[src/rtl/seg_scan_if.sv]
// Score/combo input and segment/anode output bundle of the scan driver.
// The master side is the game logic and display; the slave side is the driver.
interface seg_scan_if;
    logic [13:0] score;
    logic [6:0]  combo;
    logic [7:0]  seg;
    logic [5:0]  an;
    logic        busy;

    modport master (output score, combo, input seg, an, busy);
    modport slave  (input score, combo, output seg, an, busy);
endinterface

[src/rtl/seg_scan_driver.sv]
// Six-digit multiplexed seven-segment driver for score/combo: sequential
// double-dabble BCD conversion, leading-zero suppression, anti-ghost blanking.
module seg_scan_driver #(
    parameter int unsigned BLANK_CYCLES = 64
) (
    input  logic      clk_50m,
    input  logic      rst_n,
    input  logic      clk_seg,
    seg_scan_if.slave bus
);
    localparam int unsigned CNT_W = (BLANK_CYCLES > 1) ? $clog2(BLANK_CYCLES) : 1;
    localparam logic [CNT_W-1:0] BLANK_LOAD =
        (BLANK_CYCLES == 0) ? '0 : CNT_W'(BLANK_CYCLES - 1);

    typedef enum logic [1:0] {
        ST_IDLE,
        ST_LOAD,
        ST_SHIFT,
        ST_COMMIT
    } conv_state_e;

    function automatic logic [3:0] dd_nib(input logic [3:0] n);
        return (n >= 4'd5) ? n + 4'd3 : n;
    endfunction

    function automatic logic [7:0] seg_code(input logic [3:0] d);
        case (d)
            4'd0:    return 8'hC0;
            4'd1:    return 8'hF9;
            4'd2:    return 8'hA4;
            4'd3:    return 8'hB0;
            4'd4:    return 8'h99;
            4'd5:    return 8'h92;
            4'd6:    return 8'h82;
            4'd7:    return 8'hF8;
            4'd8:    return 8'h80;
            4'd9:    return 8'h90;
            default: return 8'hFF;
        endcase
    endfunction

    // Scan clock synchronizer and both-edge detector
    logic seg_meta_q, seg_sync_q, seg_dly_q;
    logic scan_edge;

    // NOTE: sequential state uses non-blocking assignments so every flop samples pre-edge values.
    always_ff @(posedge clk_50m or negedge rst_n) begin
        if (!rst_n) begin
            seg_meta_q <= 1'b0;
            seg_sync_q <= 1'b0;
            seg_dly_q  <= 1'b0;
        end else begin
            seg_meta_q <= clk_seg;
            seg_sync_q <= seg_meta_q;
            seg_dly_q  <= seg_sync_q;
        end
    end

    assign scan_edge = seg_sync_q ^ seg_dly_q;

    // BCD converter
    conv_state_e state_q, state_d;
    logic [13:0] sat_score, last_score_q, last_score_d;
    logic [6:0]  sat_combo, last_combo_q, last_combo_d;
    logic [13:0] sh_score_q, sh_score_d, sh_combo_q, sh_combo_d;
    logic [15:0] bcd_score_q, bcd_score_d, disp_score_q, disp_score_d;
    logic [7:0]  bcd_combo_q, bcd_combo_d, disp_combo_q, disp_combo_d;
    logic [3:0]  iter_q, iter_d;
    logic [15:0] adj_score;
    logic [7:0]  adj_combo;
    logic [29:0] score_shift;
    logic [21:0] combo_shift;

    assign sat_score = (bus.score > 14'd9999) ? 14'd9999 : bus.score;
    assign sat_combo = (bus.combo > 7'd99) ? 7'd99 : bus.combo;

    assign adj_score = {dd_nib(bcd_score_q[15:12]), dd_nib(bcd_score_q[11:8]),
                        dd_nib(bcd_score_q[7:4]),   dd_nib(bcd_score_q[3:0])};
    assign adj_combo = {dd_nib(bcd_combo_q[7:4]), dd_nib(bcd_combo_q[3:0])};
    assign score_shift = {adj_score, sh_score_q} << 1;
    assign combo_shift = {adj_combo, sh_combo_q} << 1;

    // NOTE: every variable gets a default before the case so no latch is inferred.
    always_comb begin
        state_d      = state_q;
        last_score_d = last_score_q;
        last_combo_d = last_combo_q;
        sh_score_d   = sh_score_q;
        sh_combo_d   = sh_combo_q;
        bcd_score_d  = bcd_score_q;
        bcd_combo_d  = bcd_combo_q;
        iter_d       = iter_q;
        disp_score_d = disp_score_q;
        disp_combo_d = disp_combo_q;
        case (state_q)
            ST_IDLE: begin
                if (sat_score != last_score_q || sat_combo != last_combo_q) state_d = ST_LOAD;
            end
            ST_LOAD: begin
                last_score_d = sat_score;
                last_combo_d = sat_combo;
                sh_score_d   = sat_score;
                sh_combo_d   = 14'(sat_combo);
                bcd_score_d  = '0;
                bcd_combo_d  = '0;
                iter_d       = 4'd14;
                state_d      = ST_SHIFT;
            end
            ST_SHIFT: begin
                bcd_score_d = score_shift[29:14];
                sh_score_d  = score_shift[13:0];
                bcd_combo_d = combo_shift[21:14];
                sh_combo_d  = combo_shift[13:0];
                iter_d      = iter_q - 4'd1;
                if (iter_q == 4'd1) state_d = ST_COMMIT;
            end
            ST_COMMIT: begin
                // Both display registers swap in one edge so a scan step never mixes old and new.
                disp_score_d = bcd_score_q;
                disp_combo_d = bcd_combo_q;
                state_d      = ST_IDLE;
            end
            default: state_d = ST_IDLE;
        endcase
    end

    always_ff @(posedge clk_50m or negedge rst_n) begin
        if (!rst_n) begin
            state_q      <= ST_IDLE;
            last_score_q <= '0;
            last_combo_q <= '0;
            sh_score_q   <= '0;
            sh_combo_q   <= '0;
            bcd_score_q  <= '0;
            bcd_combo_q  <= '0;
            iter_q       <= '0;
            disp_score_q <= '0;
            disp_combo_q <= '0;
        end else begin
            state_q      <= state_d;
            last_score_q <= last_score_d;
            last_combo_q <= last_combo_d;
            sh_score_q   <= sh_score_d;
            sh_combo_q   <= sh_combo_d;
            bcd_score_q  <= bcd_score_d;
            bcd_combo_q  <= bcd_combo_d;
            iter_q       <= iter_d;
            disp_score_q <= disp_score_d;
            disp_combo_q <= disp_combo_d;
        end
    end

    assign bus.busy = (state_q == ST_LOAD) || (state_q == ST_SHIFT);

    // Digit scan with anti-ghost blanking
    logic [2:0]       idx_q, idx_d, nxt_idx;
    logic [7:0]       seg_q, seg_d, nxt_code;
    logic [5:0]       an_q, an_d;
    logic [CNT_W-1:0] blank_cnt_q, blank_cnt_d;
    logic             blanking_q, blanking_d;
    logic [3:0]       nib;
    logic             nib_blank;

    always_comb begin
        nxt_idx   = (idx_q == 3'd5) ? 3'd0 : idx_q + 3'd1;
        nib       = '0;
        nib_blank = 1'b1;
        case (nxt_idx)
            3'd0: begin nib = disp_score_q[3:0];   nib_blank = 1'b0; end
            3'd1: begin nib = disp_score_q[7:4];   nib_blank = (disp_score_q[15:4] == '0); end
            3'd2: begin nib = disp_score_q[11:8];  nib_blank = (disp_score_q[15:8] == '0); end
            3'd3: begin nib = disp_score_q[15:12]; nib_blank = (disp_score_q[15:12] == '0); end
            3'd4: begin nib = disp_combo_q[3:0];   nib_blank = (disp_combo_q == '0); end
            3'd5: begin nib = disp_combo_q[7:4];   nib_blank = (disp_combo_q[7:4] == '0); end
            default: ;
        endcase
        nxt_code = nib_blank ? 8'hFF : seg_code(nib);
        if (nxt_idx == 3'd0) nxt_code[7] = 1'b0;

        idx_d       = idx_q;
        seg_d       = seg_q;
        an_d        = an_q;
        blank_cnt_d = blank_cnt_q;
        blanking_d  = blanking_q;
        if (scan_edge) begin
            idx_d = nxt_idx;
            seg_d = nxt_code;
            if (BLANK_CYCLES == 0) begin
                an_d = ~(6'd1 << nxt_idx);
            end else begin
                an_d        = 6'h3F;
                blank_cnt_d = BLANK_LOAD;
                blanking_d  = 1'b1;
            end
        end else if (blanking_q) begin
            if (blank_cnt_q == '0) begin
                an_d       = ~(6'd1 << idx_q);
                blanking_d = 1'b0;
            end else begin
                blank_cnt_d = blank_cnt_q - 1'b1;
            end
        end
    end

    always_ff @(posedge clk_50m or negedge rst_n) begin
        if (!rst_n) begin
            idx_q       <= '0;
            seg_q       <= 8'hFF;
            an_q        <= 6'h3F;
            blank_cnt_q <= '0;
            blanking_q  <= 1'b0;
        end else begin
            idx_q       <= idx_d;
            seg_q       <= seg_d;
            an_q        <= an_d;
            blank_cnt_q <= blank_cnt_d;
            blanking_q  <= blanking_d;
        end
    end

    assign bus.seg = seg_q;
    assign bus.an  = an_q;
endmodule

[src/flat_wrapper.sv]
// flat-port wrapper written by rule: the top's interface ports become plain ports
module seg_scan_driver_flat 
#(
    parameter int unsigned BLANK_CYCLES = 64
)
  (clk_50m, rst_n, clk_seg, bus_score, bus_combo, bus_seg, bus_an, bus_busy);
  seg_scan_if bus_i ();
  input  logic clk_50m;
  input  logic rst_n;
  input  logic clk_seg;
  input wire logic [$bits(bus_i.score)-1:0] bus_score;
  input wire logic [$bits(bus_i.combo)-1:0] bus_combo;
  output wire logic [$bits(bus_i.seg)-1:0] bus_seg;
  output wire logic [$bits(bus_i.an)-1:0] bus_an;
  output wire logic [$bits(bus_i.busy)-1:0] bus_busy;
  assign bus_i.score = bus_score;
  assign bus_i.combo = bus_combo;
  assign bus_seg = bus_i.seg;
  assign bus_an = bus_i.an;
  assign bus_busy = bus_i.busy;
  seg_scan_driver #(.BLANK_CYCLES(BLANK_CYCLES)) u_core (.clk_50m(clk_50m), .rst_n(rst_n), .clk_seg(clk_seg), .bus(bus_i));
endmodule
[config.mk]
export PLATFORM = sky130hd
export DESIGN_NAME = seg_scan_driver_flat
export DESIGN_NICKNAME = d
export VERILOG_FILES = /design/src/rtl/seg_scan_if.sv /design/src/rtl/seg_scan_driver.sv /design/src/flat_wrapper.sv
export SDC_FILE = /design/constraint.sdc
export NUM_CORES = 1
export LEC_CHECK = 0
export ABC_AREA = 1
export CAP_MARGIN = 20
export CORE_MARGIN = 1.5
export CORE_UTILIZATION = 34
export CTS_CLUSTER_SIZE = 14
export DETAILED_ROUTE_END_ITERATION = 12
export DONT_BUFFER_PORTS = 1
export PLACE_DENSITY = 0.52
export SYNTH_ARGS = -nofsm -noshare
export SYNTH_HDL_FRONTEND = slang
export SYNTH_SLANG_ARGS = --single-unit
[constraint.sdc]
create_clock -name clk_50m -period 2.62 [get_ports clk_50m]
set_input_delay 0.524 -clock clk_50m [delete_from_list [all_inputs] [get_ports clk_50m]]
set_output_delay 0.524 -clock clk_50m [all_outputs]
set_load 0.005 [all_outputs]
==> summary.md <==
| Metric | Value |
|---|---|
| Initial Utilization | 34.5% |
| H-tree Lvls | 4 |
| DR vias/cell | 4.74 |
| CTS tree | built |
| TNS Setup | 0 ns |
| Layout cells sized above 1 | 9.96% |
| 1st-pass router iterations | 4 |
| Number of global-route vias before repair | 5,149 |
| Synth cell types | 44 |
| Most frequent cells in the layout | nand2_1, inv_1, dfrtp_1 |
| CP peak stage delay | 0.37 ns |
| Setup violations, final | 0 |
| Final Cycle Share | 91.8% |
| RSZ-0062 raised after global routing | false |
| Die area | 20,500 um^2 |
| Yosys warnings | 0 |
| Clock latency on the worst-skew pair | 0.42 ns |
| DRT iter0 DRCs | 247 |
| Reg area | 3270 um^2 |
| Setup CP Type | reg2reg |
| Final hold violation count | 116 |
| Die Y | 143 um |
| Setup repair bufs after CTS | 0 |
| Slew @ Worst Pin | 0.936 ns |
| Syn nets | 873 |
| FF-to-FF path depth | 14 |
| Largest net degree at the start of global routing | 131 |
| Flop2flop setup slack | 0.22 ns |
| CTS root buf | clkbuf_16 |
| Overflow after GRT | 0 |
| CP arrival | 2.76 ns |
| Clock tree buffer depth | 2 |
| Bufs and invs on worst path | 4 |
| Post-synthesis cell count | 822 |
| DP HPWL | 9870 um |
| Worst Path Required | 2.98 ns |
| Core area | 19,300 um^2 |
| CP cell instances | nand2_1 > inv_1 > ha_1 > inv_2 > nand3_1 > o21ai_0 > nor2_1 > nand3_1 > inv_1 > ha_1 > nor2_1 > nor2_1 > o22ai_1 > inv_1 |
| N_diodes | 0 |
| Final worst path period need | 2.40 ns |
| Std-Cell Rows | 51 |
| Syn_area_per_cell | 8.11 um^2 |
| GRT Total Usage | 15.3% |
| Clk pin slew, worst setup/hold paths | 0.06 ns |
| CTS Buf Count | 17 |
| Reg-to-Reg End | u_core.bus.seg[3] |
| Routed Antenna Nets | 0 |
| Antenna violations before repair | 0 |
| Slowest cell on the critical path | dfrtp_1 |
| Lkg Pwr | 0.00359 uW |
| #FFs+latches synth | 130 |
| Register area share after synthesis | 49.1% |
| Worst VDD drop | 0.489 mV |
| Multi-input logic area | 2820 um^2 |
| Leading cell type in the layout, fill and taps excluded | nand2_1 |
| Post-synth EDFFs | 0 |
| Clock sinks | 130 |
| Vias | 5,249 |
| Worst Path Max Fanout | 7 |
| DR WL/cell | 12.9 um |
| Slew HR | 36.9% |
| Final Slew Violations | 0 |
| Worst hold margin | -0.193 ns |
| # DRC | 0 |
| Worst setup EP type | register |
| Die width | 143 um |
| Kind of cell adding the most delay to the critical path | simple AND/OR/NAND/NOR gates |
| Final nets | 881 |
| Dpl cell area | 7000 um^2 |
| I/O pin cnt | 39 |
| Fill cells | 1,974 |
| I/O Buffers | 0 |
| FF-to-FF Start | u_core.idx_q[1] |
| Max cap viols | 0 |
| CTS resizes | 0 |
| P per Cell Area | 1150 nW/um^2 |
| Failing checks | hold timing |
| Main synth FF type | dfrtp_1 |
| Routed wire length | 14,200 um |
| Final instance area | 7620 um^2 |
| Outcome | finished with violations |
| Max Fclk | 416 MHz |
| Fraction of registers with async set/reset | 100% |
| Netlist Area Pre-Place | 6670 um^2 |
| Layout area overhead | 14.4% |
| Hold/Removal Path Class | in2async |
| Layout Skew | 0.0156 ns |
| Worst setup SP type | register |
| First-pass GRT wire length | 24,700 um |
| Routability cong. | 0.822 |
==> final cells by class <==
class | instances | share of cell area (%)
flip-flops and latches | 130 | 42.9
multi-input cells | 542 | 37.0
clock buffers | 20 | 5.86
repair buffers | 14 | 1.38
well taps | 265 | 4.35
clock inverters | 12 | 2.36
inverters | 125 | 6.15
==> registers in the layout, summed over array words and instances (netlist names), 2 cells and up <==
signal / count
u_core.iter_q: 4
u_core.bus.seg: 8
u_core.last_score_q: 14
u_core.disp_score_q: 16
u_core.bus.an: 6
u_core.sh_score_q: 14
u_core.bcd_score_q: 16
u_core.last_combo_q: 7
u_core.blank_cnt_q: 6
u_core.state_q: 2
u_core.disp_combo_q: 8
u_core.bcd_combo_q: 8
u_core.sh_combo_q: 14
u_core.idx_q: 3
==> logic make-up (layout without fill, tap and decap cells) <==
group           after synthesis  count (layout)  share of synthesized area (%)
fa+ha+maj                    27              27                           5.07
xor+xnor                      6               6                          0.788
compound gates              158             158                           13.9
buf+inv                     150             171                           8.63
simple gates                350             350                           22.4
flops                       130             130                           49.1
mux                           1               1                          0.169
==> worst max path at each step <==
stage,endpoint,startpoint,cells past startpoint,slack [ns]
2_1_floorplan,u_core.bus.seg[3],u_core.idx_q[0],13,0.23
3_3_place_gp,u_core.bus.seg[3],u_core.idx_q[1],14,0.26
3_5_place_dp,u_core.bus.seg[3],u_core.idx_q[2],13,0.23
4_1_cts,u_core.bus.seg[3],u_core.idx_q[2],13,0.22
5_1_grt,u_core.bus.seg[3],u_core.idx_q[0],14,0.005
6_report,u_core.bus.seg[3],u_core.idx_q[1],14,0.22
==> report_power, final <==
group          switching (uW)  internal (uW)  leakage, uW  total [uW]
Sequential                369           2680      0.00161        3050
Combinational            2070           1130      0.00167        3200
Clock                     897           1620     0.000301        2520
==> Yosys cell counts (all sizes together) (2+ instances only) <==
master,count,area [um^2]
nand2,213,830
inv,123,462
dfrtp,116,2900
o21ai,81,409
nor2,65,254
nand3,51,265
ha,27,338
o22ai,25,156
a21oi,21,105
clkbuf,20,75.1
o211ai,16,120
dfstp,14,368
nor3,6,46.3
buf,5,31.3
nand4,5,31.3
xor2,5,43.8
nand3b,4,30.0
o32ai,4,35.0
a221o,3,30.0
or2,3,18.8
a41oi,2,17.5
clkinv,2,7.51
nor4,2,12.5
==> per-layer routing <==
| layer | vias up | routed length, um | track usage [%] | share of wire [%] |
|---|---|---|---|---|
| met5 | - | 0 | 0 | 0 |
| met4 | 0 | 172 | 4.94 | 1.2 |
| met3 | 15 | 459 | 4.16 | 3.2 |
| met2 | 51 | 6710 | 24.8 | 47 |
| met1 | 2500 | 6910 | 19.7 | 48 |
| li1 | 2683 | - | - | - |
==> metrics by stage <==
stage | worst slack (ns) | util [%] | cells | hold slack, ns | power [uW]
after detailed placement | 0.228 | 36.2 | 1076 | 0.238 | 6320
after floorplan | 0.231 | - | 822 | 0.228 | 5440
after CTS | 0.216 | 39.4 | 1108 | -0.216 | 8880
after global placement | 0.265 | 36.2 | 1076 | 0.239 | 6300
after global routing | 0.00454 | 39.4 | 1108 | -0.219 | 9500
final | 0.216 | 39.4 | 1108 | -0.193 | 8760
Power figures use the tool's default switching activity.
